==> config.mk <==
export PLATFORM = sky130hd
export DESIGN_NAME = easyaxi_rd_sched
export DESIGN_NICKNAME = d
export VERILOG_FILES = /design/src/rtl/easyaxi_pkg.sv /design/src/rtl/easyaxi_rr_idx.sv /design/src/rtl/easyaxi_rd_sched.sv
export SDC_FILE = /design/constraint.sdc
export NUM_CORES = 1
export LEC_CHECK = 0
export BUFFER_PORTS_ARGS = -buffer_cell sky130_fd_sc_hd__buf_4
export CORE_UTILIZATION = 31
export DETAILED_ROUTE_END_ITERATION = 10
export GPL_ROUTABILITY_DRIVEN = 0
export PLACE_DENSITY = 0.64
export SLEW_MARGIN = 20
export SYNTH_ARGS = -nofsm -noshare
export SYNTH_HDL_FRONTEND = slang
export SYNTH_SLANG_ARGS = --single-unit
==> constraint.sdc <==
create_clock -name clk -period 4 [get_ports clk]
set_clock_uncertainty 0.2 [all_clocks]
set_input_delay 0.6 -clock clk [delete_from_list [all_inputs] [get_ports clk]]
set_output_delay 0.6 -clock clk [all_outputs]
set_load 0.05 [all_outputs]
==> src/rtl/easyaxi_pkg.sv <==
// Shared definitions for the EasyAXI slave read path.
// Latency: n/a (constants and types only).
// Backpressure: n/a.
package easyaxi_pkg;

    // AXI RRESP encodings used by the slave
    localparam logic [1:0] RESP_OKAY   = 2'b00;
    localparam logic [1:0] RESP_SLVERR = 2'b10;

    // Default widths for the read path
    localparam int DEF_ID_WIDTH   = 4;
    localparam int DEF_LEN_WIDTH  = 8;
    localparam int DEF_DATA_WIDTH = 32;

    // Read-return scheduler FSM encoding
    typedef enum logic [1:0] {
        ST_IDLE  = 2'd0,
        ST_LOAD  = 2'd1,
        ST_BURST = 2'd2
    } rd_state_e;

endpackage

==> src/rtl/easyaxi_rr_idx.sv <==
// Round-robin arbiter: picks one requester per sche_en pulse, starting the search after the last winner.
// Latency: grant_idx is registered at the clock edge where sche_en is high.
// Backpressure: none; grant_idx holds until the next sche_en.
//
// Ports:
//   clk, rst_n  - clock, async active-low reset (search restarts at index 0)
//   sche_en     - take a decision this cycle
//   req         - one request bit per index
//   grant_idx   - registered index of the last winner
module easyaxi_rr_idx #(
    parameter  int DEEP_NUM = 8,
    localparam int IDX_W    = $clog2(DEEP_NUM)
) (
    input  logic                clk,
    input  logic                rst_n,
    input  logic                sche_en,
    input  logic [DEEP_NUM-1:0] req,
    output logic [IDX_W-1:0]    grant_idx
);

    logic [IDX_W-1:0] start_q;
    logic [IDX_W-1:0] pick;
    logic [IDX_W-1:0] cand;
    logic             found;

    // Walk the request vector starting at start_q; DEEP_NUM is a power of
    // two, so plain IDX_W-bit addition gives the wrap-around for free.
    always_comb begin
        pick  = start_q;
        cand  = start_q;
        found = 1'b0;
        for (int i = 0; i < DEEP_NUM; i++) begin
            cand = start_q + IDX_W'(i);
            if (!found && req[cand]) begin
                pick  = cand;
                found = 1'b1;
            end
        end
    end

    always_ff @(posedge clk or negedge rst_n) begin
        if (!rst_n) begin
            grant_idx <= '0;
            start_q   <= '0;
        end else if (sche_en && found) begin
            grant_idx <= pick;
            start_q   <= pick + IDX_W'(1);
        end
    end

endmodule

==> src/rtl/easyaxi_rd_sched.sv <==
// Read-data return scheduler: shares the AXI R channel among outstanding read entries, one whole burst at a time.
// Latency: entry valid seen in IDLE at cycle 0 gives rvalid in cycle 2; two dead cycles between bursts.
// Backpressure: rready low holds rid/rresp/rlast/buf_raddr (hence rdata); the grant stays locked until the last beat.
//
// Ports:
//   clk, rst_n    - clock, async active-low reset (partial burst dropped, no done pulse)
//   entry_*_i     - per-entry ready flag, ARID, ARLEN, error flag from the outstanding table
//   buf_raddr_o   - read buffer address {entry_ptr, beat_cnt}; buf_rdata_i returns combinationally
//   r*_o/rready_i - AXI R channel
//   entry_done_o  - one-hot single-cycle pulse when an entry's burst has fully handshaken
module easyaxi_rd_sched
    import easyaxi_pkg::*;
#(
    parameter  int OST_DEPTH  = 8,
    parameter  int ID_WIDTH   = DEF_ID_WIDTH,
    parameter  int LEN_WIDTH  = DEF_LEN_WIDTH,
    parameter  int DATA_WIDTH = DEF_DATA_WIDTH,
    localparam int PTR_W      = $clog2(OST_DEPTH)
) (
    input  logic                           clk,
    input  logic                           rst_n,
    input  logic [OST_DEPTH-1:0]           entry_vld_i,
    input  logic [OST_DEPTH*ID_WIDTH-1:0]  entry_id_i,
    input  logic [OST_DEPTH*LEN_WIDTH-1:0] entry_len_i,
    input  logic [OST_DEPTH-1:0]           entry_err_i,
    output logic [PTR_W+LEN_WIDTH-1:0]     buf_raddr_o,
    input  logic [DATA_WIDTH-1:0]          buf_rdata_i,
    output logic                           rvalid_o,
    input  logic                           rready_i,
    output logic [ID_WIDTH-1:0]            rid_o,
    output logic [DATA_WIDTH-1:0]          rdata_o,
    output logic [1:0]                     rresp_o,
    output logic                           rlast_o,
    output logic [OST_DEPTH-1:0]           entry_done_o
);

    rd_state_e             state_q;
    rd_state_e             state_d;
    logic                  sche_en;
    logic                  load_en;
    logic                  beat_fire;
    logic                  burst_end;

    logic [PTR_W-1:0]      grant_idx;
    logic [PTR_W-1:0]      entry_ptr_q;
    logic [ID_WIDTH-1:0]   id_q;
    logic [LEN_WIDTH-1:0]  len_q;
    logic [LEN_WIDTH-1:0]  beat_cnt_q;
    logic                  err_q;
    logic                  rvalid_q;
    logic [OST_DEPTH-1:0]  done_q;
    logic                  last_beat;

    easyaxi_rr_idx #(
        .DEEP_NUM (OST_DEPTH)
    ) u_rr_idx (
        .clk       (clk),
        .rst_n     (rst_n),
        .sche_en   (sche_en),
        .req       (entry_vld_i),
        .grant_idx (grant_idx)
    );

    // The burst ends on the compare, so beat_cnt never has to wrap even for
    // the maximum ARLEN.
    assign last_beat = (beat_cnt_q == len_q);

    always_ff @(posedge clk or negedge rst_n) begin
        if (!rst_n) begin
            state_q <= ST_IDLE;
        end else begin
            state_q <= state_d;
        end
    end

    always_comb begin
        state_d   = state_q;
        sche_en   = 1'b0;
        load_en   = 1'b0;
        beat_fire = 1'b0;
        burst_end = 1'b0;
        case (state_q)
            ST_IDLE: begin
                if (|entry_vld_i) begin
                    sche_en = 1'b1;
                    state_d = ST_LOAD;
                end
            end
            ST_LOAD: begin
                load_en = 1'b1;
                state_d = ST_BURST;
            end
            ST_BURST: begin
                if (rready_i) begin
                    if (last_beat) begin
                        burst_end = 1'b1;
                        state_d   = ST_IDLE;
                    end else begin
                        beat_fire = 1'b1;
                    end
                end
            end
            default: state_d = ST_IDLE;
        endcase
    end

    // Entry attributes are captured once at LOAD; upstream keeps them stable
    // until the done pulse, but latching keeps the R channel independent of it.
    always_ff @(posedge clk or negedge rst_n) begin
        if (!rst_n) begin
            entry_ptr_q <= '0;
            id_q        <= '0;
            len_q       <= '0;
            err_q       <= 1'b0;
            beat_cnt_q  <= '0;
        end else if (load_en) begin
            entry_ptr_q <= grant_idx;
            id_q        <= entry_id_i[grant_idx*ID_WIDTH +: ID_WIDTH];
            len_q       <= entry_len_i[grant_idx*LEN_WIDTH +: LEN_WIDTH];
            err_q       <= entry_err_i[grant_idx];
            beat_cnt_q  <= '0;
        end else if (beat_fire) begin
            beat_cnt_q  <= beat_cnt_q + LEN_WIDTH'(1);
        end
    end

    always_ff @(posedge clk or negedge rst_n) begin
        if (!rst_n) begin
            rvalid_q <= 1'b0;
            done_q   <= '0;
        end else begin
            done_q <= '0;
            if (load_en) begin
                rvalid_q <= 1'b1;
            end else if (burst_end) begin
                rvalid_q            <= 1'b0;
                done_q[entry_ptr_q] <= 1'b1;
            end
        end
    end

    assign buf_raddr_o  = {entry_ptr_q, beat_cnt_q};
    assign rdata_o      = buf_rdata_i;
    assign rvalid_o     = rvalid_q;
    assign rid_o        = id_q;
    // Gated by rvalid so rlast/rresp read as zero between bursts.
    assign rresp_o      = (rvalid_q && err_q) ? RESP_SLVERR : RESP_OKAY;
    assign rlast_o      = rvalid_q && last_beat;
    assign entry_done_o = done_q;

endmodule

* Word level (Yosys, flattened, before mapping)
Index checks and enable logic that the tools add are counted. W data, S select, Z words.
Cells by class: add/subtract/negate cells 9, magnitude comparators 11, eq/ne operators 6, shifts and indexed selects 2, muxes and demuxes 55, reduce and logical (&&, ||, !) cells 23
Operator list (count):
- $shiftx A64 B7 Y8 | 1
- $lt A3 B4 Y1 const B | 10
- $mux W8 | 4
- $shiftx A32 B6 Y4 | 1
- $mux W1 | 29
- $bmux W1 S3 | 9
- $mux W3 | 7
- $add A3 B3 Y3 const B | 4
- $logic_and A1 B1 Y1 | 11
- $add A8 B1 Y8 const B | 1
- $eq A8 B8 Y1 | 1
- $mux W2 | 4
- $reduce_or A8 Y1 | 1
- $logic_not A1 Y1 | 7
- $add A3 B1 Y3 const B | 2
- $add A3 B2 Y3 const B | 2
- $ne A2 B2 Y1 const B | 3
- $pmux W2 S3 | 1
- $reduce_bool A2 Y1 | 2
- $demux W1 S3 | 1
- $ge A3 B1 Y1 const B | 1
- $reduce_and A3 Y1 | 1
- $eq A2 B1 Y1 const B | 1
- $eq A2 B2 Y1 const B | 1
- $logic_not A2 Y1 | 1
Storage, ports and cells: bits in registers 41, output and inout bits 59, logic and storage cells 116

* Longest topological paths before layout
Gate-level depths: netlist (run 1).
word-level depth 25, mapped depth 16, gate-level depth less buffers 12

* By module
A second synthesis (run 1) with hierarchy kept.
Unflattened totals: cell total of the unflattened synthesis 352, area, all modules 3856.2 um^2
Modules (own cells, without submodules):
- easyaxi_rd_sched | times used 1, cells each 234, area an instance 2600.0 um^2, sequential area each 875.8 um^2
- easyaxi_rr_idx | times used 1, cells each 118, area an instance 1256.2 um^2, sequential area each 150.1 um^2

* Least setup slack after synthesis (run 1)
Ideal clock, no wire load.
path kind flip-flop to flip-flop, start register u_rr_idx.start_q[1], end register u_rr_idx.start_q[2], library setup time 0.082 ns, arrival 3.610 ns, setup slack 0.108 ns, cell stages (with the launch flop) 15, path buffers 3, period minus slack after synthesis 3.892 ns, cell sequence dfrtp_1 buf_2 buf_2 inv_1 ha_1 buf_6 mux4_1 mux2i_2 a21boi_0 o21a_1 o21ai_0 xnor2_1 ha_1 or4_1 a31oi_1
On the way: word-level cells in the longest chain between the ends 25
RTL lines:
- start, declared | line easyaxi_rr_idx.sv:21 | logic [IDX_W-1:0] start_q;
- start signal, assigned | line easyaxi_rr_idx.sv:47 | start_q <= pick + IDX_W'(1);
- parallel branches: the longest is 23 deep, another holds $add A3 B1 Y3
- $mux W3 * | line easyaxi_rr_idx.sv:34 | if (!found && req[cand]) begin
- net u_rr_idx.pick[0] | line easyaxi_rr_idx.sv:22 | logic [IDX_W-1:0] pick;
- $add A3 B1 Y3 * | line easyaxi_rr_idx.sv:47
Mark *: on every way through the listed nets, which the timed path passes. The select of a mux whose other input is x is not followed. A chain may end at the register's enable or synchronous reset.

* Worst setup path in the final report (run 1)
Ends and elaborated chain as after synthesis.

==> results of run 1 <==
cell usage in the layout (no fill, tap or decap), types with 4 or more instances in the layout:
master,netlist,routed
sky130_fd_sc_hd__xor2_1,7,7
sky130_fd_sc_hd__o21ai_0,18,18
sky130_fd_sc_hd__mux4_1,5,5
sky130_fd_sc_hd__inv_1,5,5
sky130_fd_sc_hd__nand2_1,45,45
sky130_fd_sc_hd__mux4_2,29,29
sky130_fd_sc_hd__dfrtp_1,41,39
sky130_fd_sc_hd__nand2b_1,5,5
sky130_fd_sc_hd__nand3_1,12,12
sky130_fd_sc_hd__a21oi_1,7,7
sky130_fd_sc_hd__xnor2_1,12,12
sky130_fd_sc_hd__mux2i_1,34,34
sky130_fd_sc_hd__nor2_1,22,22
sky130_fd_sc_hd__ha_1,4,4
sky130_fd_sc_hd__buf_4,33,145
sky130_fd_sc_hd__o211ai_1,4,4
sky130_fd_sc_hd__nand4_1,6,6
sky130_fd_sc_hd__clkbuf_16,0,5
through the flow:
step / power, mW / utilization [%]
6_report: 3.81 / 41.2
5_1_grt: 4.12 / 41.2
4_1_cts: 3.82 / 41.2
3_5_place_dp: 3.44 / 40.0
3_3_place_gp: 3.37 / 40.0
2_1_floorplan: 2.95 / -
worst min-delay path by stage:
stage,to,slack [ps],cells after the start
after CTS,entry_done_o[2],120,1
after global placement,rid_o[1],270,2
after global routing,entry_done_o[2],140,1
after detailed placement,rid_o[0],280,2
final,entry_done_o[2],90,1
after floorplan,beat_cnt_q[0],100,0
final cells by class:
cell class | count | area, sq um | share of cell area (%)
multi-input cells | 268 | 2340 | 48.8
repair buffers | 145 | 1090 | 22.7
flip-flops and latches | 41 | 1030 | 21.4
inverters | 6 | 22.5 | 0.469
clock inverters | 2 | 10.0 | 0.208
well taps | 143 | 179 | 3.73
clock buffers | 6 | 129 | 2.68
per-layer routing:
layer  GRT usage, %  part of all wire (%)  vias up
met5              0                     0        -
met1           22.0                    42     1526
met4           7.02                   2.8        0
li1               -                     -     1538
met2           29.1                    50      124
met3           2.65                   5.8       31
synthesized netlist by cell type, drive strengths merged, types with 4 or more instances:
cell / number / area [sq um]
nand2: 45 / 169
buf: 43 / 322
dfrtp: 41 / 1030
mux2i: 35 / 354
mux4: 34 / 785
nor2: 22 / 82.6
o21ai: 19 / 98.9
xnor2: 13 / 121
nand3: 12 / 60.1
clkbuf: 11 / 61.3
xor2: 8 / 77.6
a21oi: 7 / 35.0
nand4: 6 / 37.5
inv: 5 / 18.8
nand2b: 5 / 31.3
and2: 4 / 26.3
ha: 4 / 50.1
o211ai: 4 / 30.0
power by group:
group / total [mW] / internal, mW / switching (mW)
logic: 2.61 / 1.21 / 1.40
clock network: 0.376 / 0.229 / 0.147
registers: 0.826 / 0.554 / 0.272
total: 3.81 / 1.99 / 1.82
flip-flops by register name, summed over array words and instances (netlist names):
name	flops
err_q	1
u_rr_idx.grant_idx	3
beat_cnt_q	8
rvalid_o	1
entry_done_o	8
entry_ptr_q	3
state_q	2
u_rr_idx.start_q	3
rid_o	4
len_q	8
logic make-up (layout without fill, tap and decap cells):
logic type / count (synthesis) / after routing
buf+inv: 60 / 159
flops: 41 / 41
xor+xnor: 21 / 21
simple gates: 118 / 118
other cells: 1 / 1
fa+ha+maj: 4 / 4
compound gates: 55 / 55
mux: 69 / 69
==> flow_metrics.py, run 1 <==
metrics = {
    "status": {
        "status": "finished, final reports clean",
    },
    "global_routing": {
        "largest_net_degree_at_the_start_of_global_routing": 42,
        "first_global_vias": 3194,
        "grtUsageTotal_pct": 17.2,
        "grt_pass1_wl_um": 17100,
        "grt_antenna_before_repair": 0,
        "grt_overflow": 0,
    },
    "detailed_routing": {
        "drt_first_pass_iters": 4,
        "route.antenna.remaining_nets": 0,
        "detail_route.iter0.violations": 262,
        "drt_drc_violations_left": 0,
        "drt-total-wl_um": 10800,
        "average_detailed_routed_wire_length_per_instance_um": 17.7,
        "vias_cell": 5.27,
        "vias": 3219,
    },
    "floorplanning": {
        "die_area_sq_mm": 0.0126,
        "fp-row-count": 39,
        "starting_density_of_the_core_pct": 32.4,
        "y_dimension_of_the_die_um": 112,
        "pin_count": 206,
        "die_width_um": 112,
        "core_area_sq_mm": 0.0117,
    },
    "placement": {
        "placed_area_sq_mm": 0.00466,
        "io_buffers": 140,
        "dp_hpwl_um": 8690,
        "pre_cts_slack_ps": 349,
        "dp.cells": 603,
    },
    "finish": {
        "final_area_sq_mm": 0.00480,
        "nFillCells": 1120,
        "diodes": 0,
        "finalNetCount": 618,
        "instances_no_fill": 611,
        "syn2layout_area_growth_pct": 27.2,
        "drive_gt1_share_pct": 42.7,
    },
    "clock_tree": {
        "tritoncts_clock_tree": "built",
        "clk_latency_ps": 280,
        "cts_root_buf": "sky130_fd_sc_hd__clkbuf_16",
        "clock_tree.htree_level_count": 2,
        "ctsResizeCount": 0,
        "post_cts_buffers": 0,
        "clkSlewWorstSetupHoldPaths_ps": 60,
        "cts.sinks": 41,
        "ctsHoldBuffers": 0,
        "cts-root-to-sink-buffers": 2,
        "tritoncts.num_buffers": 5,
    },
    "yosys": {
        "postSynthRegisterBits": 41,
        "synth_xor_area_share_pct": 5.27,
        "post_synth_and_or_nand_nor_area_fraction_pct": 15.1,
        "compound_cell_area_share_of_the_yosys_netlist_pct": 10.1,
        "synth-edff-count": 0,
        "synth.mux.area_fraction_pct": 30.2,
        "synth.yosys.seq_area_share_pct": 27.2,
        "yosys.cell_types.count": 61,
        "synthAdderAreaFrac_pct": 1.33,
        "synth_top_family_by_area": "multiplexers",
        "synthesis.nets": 520,
        "synth.avg_cell_area_sq_um": 10.2,
        "yosysWarningCount": 0,
        "synthesis.area_sq_mm": 0.00378,
        "synthFlopType": "sky130_fd_sc_hd__dfrtp_1",
        "synthArstFlopShare_pct": 100,
        "syn_inst": 369,
    },
    "setup_path": {
        "worst-path-stages": 11,
        "worstSetupPathType": "register to register",
        "critical_path_required_ps": 4000,
        "critical_path_start_type": "register",
        "worstPathArrival_ps": 3730,
        "cp_max_fo": 6,
        "timing.critical_path.to_type": "register",
        "reg2reg_slack_ps": 270,
        "worst-r2r-cell-count": 11,
        "crit_buf_inv": 1,
        "crit-reg2reg-capture": "u_rr_idx.start_q[2]",
        "crit_path_top_delay_cell": "sky130_fd_sc_hd__mux4_1",
        "reg2reg_from": "u_rr_idx.start_q[1]",
        "setup.worst_path.end": "u_rr_idx.start_q[2]",
        "crit_chain": "inv_1 -> ha_1 -> mux4_1 -> mux2i_2 -> a21boi_0 -> o21a_1 -> o21ai_0 -> xnor2_1 -> ha_1 -> or4_1 -> a31oi_1",
        "critical-path-top-cell-by-count": "sky130_fd_sc_hd__ha_1",
        "timing.critical_path.slowest_cell_delay_ps": 690,
        "timing.critical_path.max_delay_family": "multiplexers",
        "crit_path_start": "u_rr_idx.start_q[1]",
    },
    "pwr": {
        "p_leak_nw": 2.17,
        "peakVddDrop_v": 0.000334,
        "power_density_mw_per_mm2": 793,
    },
    "hold_path": {
        "hp-class": "primary input to asynchronous set/reset pin",
    },
    "timing": {
        "final.min_clock_period_ps": 3730,
        "min_period_over_period_pct": 93.2,
        "holdWs_ps": 93.4,
        "report.final.slew_viol_count": 0,
        "finalHoldViolations": 0,
        "worst-slew-pin-transition_ps": 964,
        "setup_viol_count_final": 0,
        "max_slew_margin_pct": 35.7,
        "setup_total_negative_slack_ps": 0,
        "final_critical_path_setup_slack_ps": 274,
        "max_freq_ghz": 0.268,
        "rsz0062_at_grt": "no",
    },
    "flow_run": {
        "max_cap_violations": 0,
    },
}
Note: power is estimated with default switching activity, not from simulation.
==> inputs of run 2 (changes only) <==
Settings changed: ABC_AREA set to 1, PLACE_DENSITY 0.64 to 0.65.
==> flow_metrics.py, run 2 <==
metrics = {
    "clock_tree": {
        "clock_tree.htree_level_count": 2,
        "ctsHoldBuffers": 0,
        "cts-root-to-sink-buffers": 2,
        "post_cts_buffers": 0,
        "tritoncts_clock_tree": "built",
        "cts_root_buf": "sky130_fd_sc_hd__clkbuf_16",
        "clk_latency_ps": 280,
        "tritoncts.num_buffers": 5,
        "cts.sinks": 41,
        "clkSlewWorstSetupHoldPaths_ps": 60,
        "ctsResizeCount": 0,
    },
    "detailed_routing": {
        "vias": 3986,
        "route.antenna.remaining_nets": 0,
        "detail_route.iter0.violations": 173,
        "drt_first_pass_iters": 4,
        "vias_cell": 5.01,
        "average_detailed_routed_wire_length_per_instance_um": 13.9,
        "drt-total-wl_um": 11100,
        "drt_drc_violations_left": 0,
    },
    "pwr": {
        "switching_share_pct": 32.5,
        "power_density_mw_per_mm2": 285,
        "clkPwrFrac_pct": 34.3,
        "power_frac_seq_pct": 36.1,
        "power_switching_mw": 0.435,
        "share_comb_of_total_power_pct": 29.6,
        "p_leak_nw": 2.31,
        "peakVddDrop_v": 0.000269,
        "p_int_mw": 0.902,
    },
    "floorplanning": {
        "core_area_sq_mm": 0.0114,
        "pin_count": 206,
        "die_width_um": 110,
        "fp-row-count": 39,
        "die_area_sq_mm": 0.0122,
        "starting_density_of_the_core_pct": 31.9,
        "y_dimension_of_the_die_um": 110,
    },
    "setup_path": {
        "worstSetupPathType": "register to register",
        "worstPathArrival_ps": 3190,
        "worst-r2r-cell-count": 18,
        "crit-reg2reg-capture": "u_rr_idx.start_q[2]",
        "critical_path_required_ps": 3970,
        "reg2reg_from": "u_rr_idx.start_q[0]",
        "timing.critical_path.to_type": "register",
        "cp_max_fo": 13,
        "critical_path_start_type": "register",
        "reg2reg_slack_ps": 780,
    },
    "yosys": {
        "syn_inst": 560,
        "synth.area.top_cells": "sky130_fd_sc_hd__dfrtp_1 (28%), sky130_fd_sc_hd__nand2_1 (14%), sky130_fd_sc_hd__o21ai_0 (9.5%), sky130_fd_sc_hd__nor2_1 (7.4%), sky130_fd_sc_hd__buf_4 (7.0%)",
        "post_synth_most_frequent_cells": "sky130_fd_sc_hd__nand2_1 (134), sky130_fd_sc_hd__nor2_1 (72), sky130_fd_sc_hd__o21ai_0 (69)",
        "synthesis.nets": 711,
        "yosys_top_cell_by_area": "sky130_fd_sc_hd__dfrtp_1",
        "synthArstFlopShare_pct": 100,
        "synth.avg_cell_area_sq_um": 6.50,
        "yosysWarningCount": 0,
        "synth_largest_type_area_fraction_pct": 28.2,
        "synth-edff-count": 0,
        "post-synth-top-count-cell": "sky130_fd_sc_hd__nand2_1",
        "synthFlopType": "sky130_fd_sc_hd__dfrtp_1",
        "synthesis.area_sq_mm": 0.00364,
        "postSynthRegisterBits": 41,
        "yosys.cell_types.count": 33,
        "synth.yosys.seq_area_share_pct": 28.2,
    },
    "timing": {
        "max_slew_margin_pct": 34.8,
        "min_period_over_period_pct": 80.6,
        "final.min_clock_period_ps": 3220,
        "setup_viol_count_final": 0,
        "worst-slew-pin-transition_ps": 978,
        "finalHoldViolations": 0,
        "final_critical_path_setup_slack_ps": 777,
        "max_freq_ghz": 0.310,
        "rsz0062_at_grt": "no",
        "report.final.slew_viol_count": 0,
        "setup_total_negative_slack_ps": 0,
    },
    "global_routing": {
        "groute.layer.met2.usage_pct": 29.8,
        "met3_usage_pct": 2.76,
        "largest_net_degree_at_the_start_of_global_routing": 55,
        "grt_overflow": 0,
        "grt_pass1_wl_um": 17000,
        "top_usage_layer": "met2",
        "grtUsageTotal_pct": 17.8,
        "grt_use_met1_pct": 22.5,
        "first_global_vias": 3652,
        "grt_antenna_before_repair": 0,
    },
    "status": {
        "status": "finished, final reports clean",
    },
    "flow_run": {
        "max_cap_violations": 0,
    },
    "placement": {
        "dp.cells": 788,
        "io_buffers": 140,
        "pre_cts_slack_ps": 807,
        "dp_hpwl_um": 8620,
    },
    "finish": {
        "syn2layout_area_growth_pct": 28.9,
        "layout.core_utilization_pct": 41.1,
        "diodes": 0,
        "drive_gt1_share_pct": 29.2,
        "finalNetCount": 803,
        "layout.cells.most_common": "sky130_fd_sc_hd__buf_4",
        "instances_no_fill": 796,
        "mostFrequentLayoutCells": "sky130_fd_sc_hd__buf_4 (142), sky130_fd_sc_hd__nand2_1 (134), sky130_fd_sc_hd__nor2_1 (72)",
    },
    "hold_path": {
        "hp-class": "primary input to asynchronous set/reset pin",
    },
}
run 2: changes by cell type after synthesis, moves of 23 or more:
cell / delta
sky130_fd_sc_hd__inv_1: +29
sky130_fd_sc_hd__mux2i_1: -34
sky130_fd_sc_hd__mux4_2: -29
sky130_fd_sc_hd__nand2_1: +89
sky130_fd_sc_hd__nand3_1: +27
sky130_fd_sc_hd__nor2_1: +50
sky130_fd_sc_hd__o21ai_0: +51
sky130_fd_sc_hd__o22ai_1: +23
run 2: worst max-delay path by stage:
stage	startpoint	end	slack (ps)	cells past startpoint
6_report	u_rr_idx.start_q[0]	u_rr_idx.start_q[2]	780	18
5_1_grt	u_rr_idx.start_q[0]	u_rr_idx.start_q[2]	490	20
4_1_cts	u_rr_idx.start_q[0]	u_rr_idx.start_q[2]	790	18
3_5_place_dp	u_rr_idx.start_q[0]	u_rr_idx.start_q[2]	810	18
3_3_place_gp	u_rr_idx.start_q[0]	u_rr_idx.start_q[2]	930	18
2_1_floorplan	u_rr_idx.start_q[0]	u_rr_idx.start_q[2]	1120	20
run 2: layout make-up:
type | instances | area (sq um)
multi-input combinational | 418 | 2080
tap | 143 | 179
clock buffer | 5 | 125
clock inverter | 3 | 46.3
sequential | 41 | 1030
inverter | 44 | 169
fill | 1203 | 6730
timing repair buffer | 142 | 1070
run 2: logic make-up after synthesis:
kind of cell               after synthesis  synth area share [%]
xor gates and xnor gates                13                  3.13
and+or+nand+nor                        296                  36.9
buffers and inverters                  101                  14.7
adders and majority gates                4                  1.38
DFF                                     41                  28.2
AOI/OAI and AO/OA                      104                  15.6
other                                    1                 0.103
run 2: critical path, cell delays in order, from the launching register on:
cell	delay [ps]
sky130_fd_sc_hd__dfrtp_1	550
sky130_fd_sc_hd__inv_4	170
sky130_fd_sc_hd__ha_1	450
sky130_fd_sc_hd__inv_2	170
sky130_fd_sc_hd__nand3_2	110
sky130_fd_sc_hd__nand3_1	110
sky130_fd_sc_hd__nand2_2	80
sky130_fd_sc_hd__nor2_2	170
sky130_fd_sc_hd__nand4_2	120
sky130_fd_sc_hd__nor2_4	150
sky130_fd_sc_hd__nand3_2	110
sky130_fd_sc_hd__clkinv_2	70
sky130_fd_sc_hd__nand2_1	50
sky130_fd_sc_hd__and2_1	170
sky130_fd_sc_hd__ha_1	180
sky130_fd_sc_hd__inv_1	60
sky130_fd_sc_hd__o21ai_0	80
sky130_fd_sc_hd__nand2_1	70
sky130_fd_sc_hd__nand2_1	40
run 2: per-layer routing:
metal  wire length (um)  share of wire [%]
met1               4680                 42
met2               5540                 50
met3                510                4.6
met4                350                3.2
met5                  0                  0
run 2: stage by stage:
stage,total power [mW],area (sq um),hold WS (ps)
4_1_cts,1.35,4690,117
6_report,1.34,4690,92.7
3_3_place_gp,0.878,4520,282
5_1_grt,1.41,4690,150
2_1_floorplan,0.796,3640,104
3_5_place_dp,0.889,4520,287
run 2: power by group through the flow:
stage	clock network [mW]	logic, mW	registers (mW)
final	0.458	0.396	0.483
after global routing	0.484	0.435	0.488
after CTS	0.470	0.398	0.484
after detailed placement	0	0.397	0.492
after global placement	0	0.388	0.490
after floorplan	0	0.227	0.569
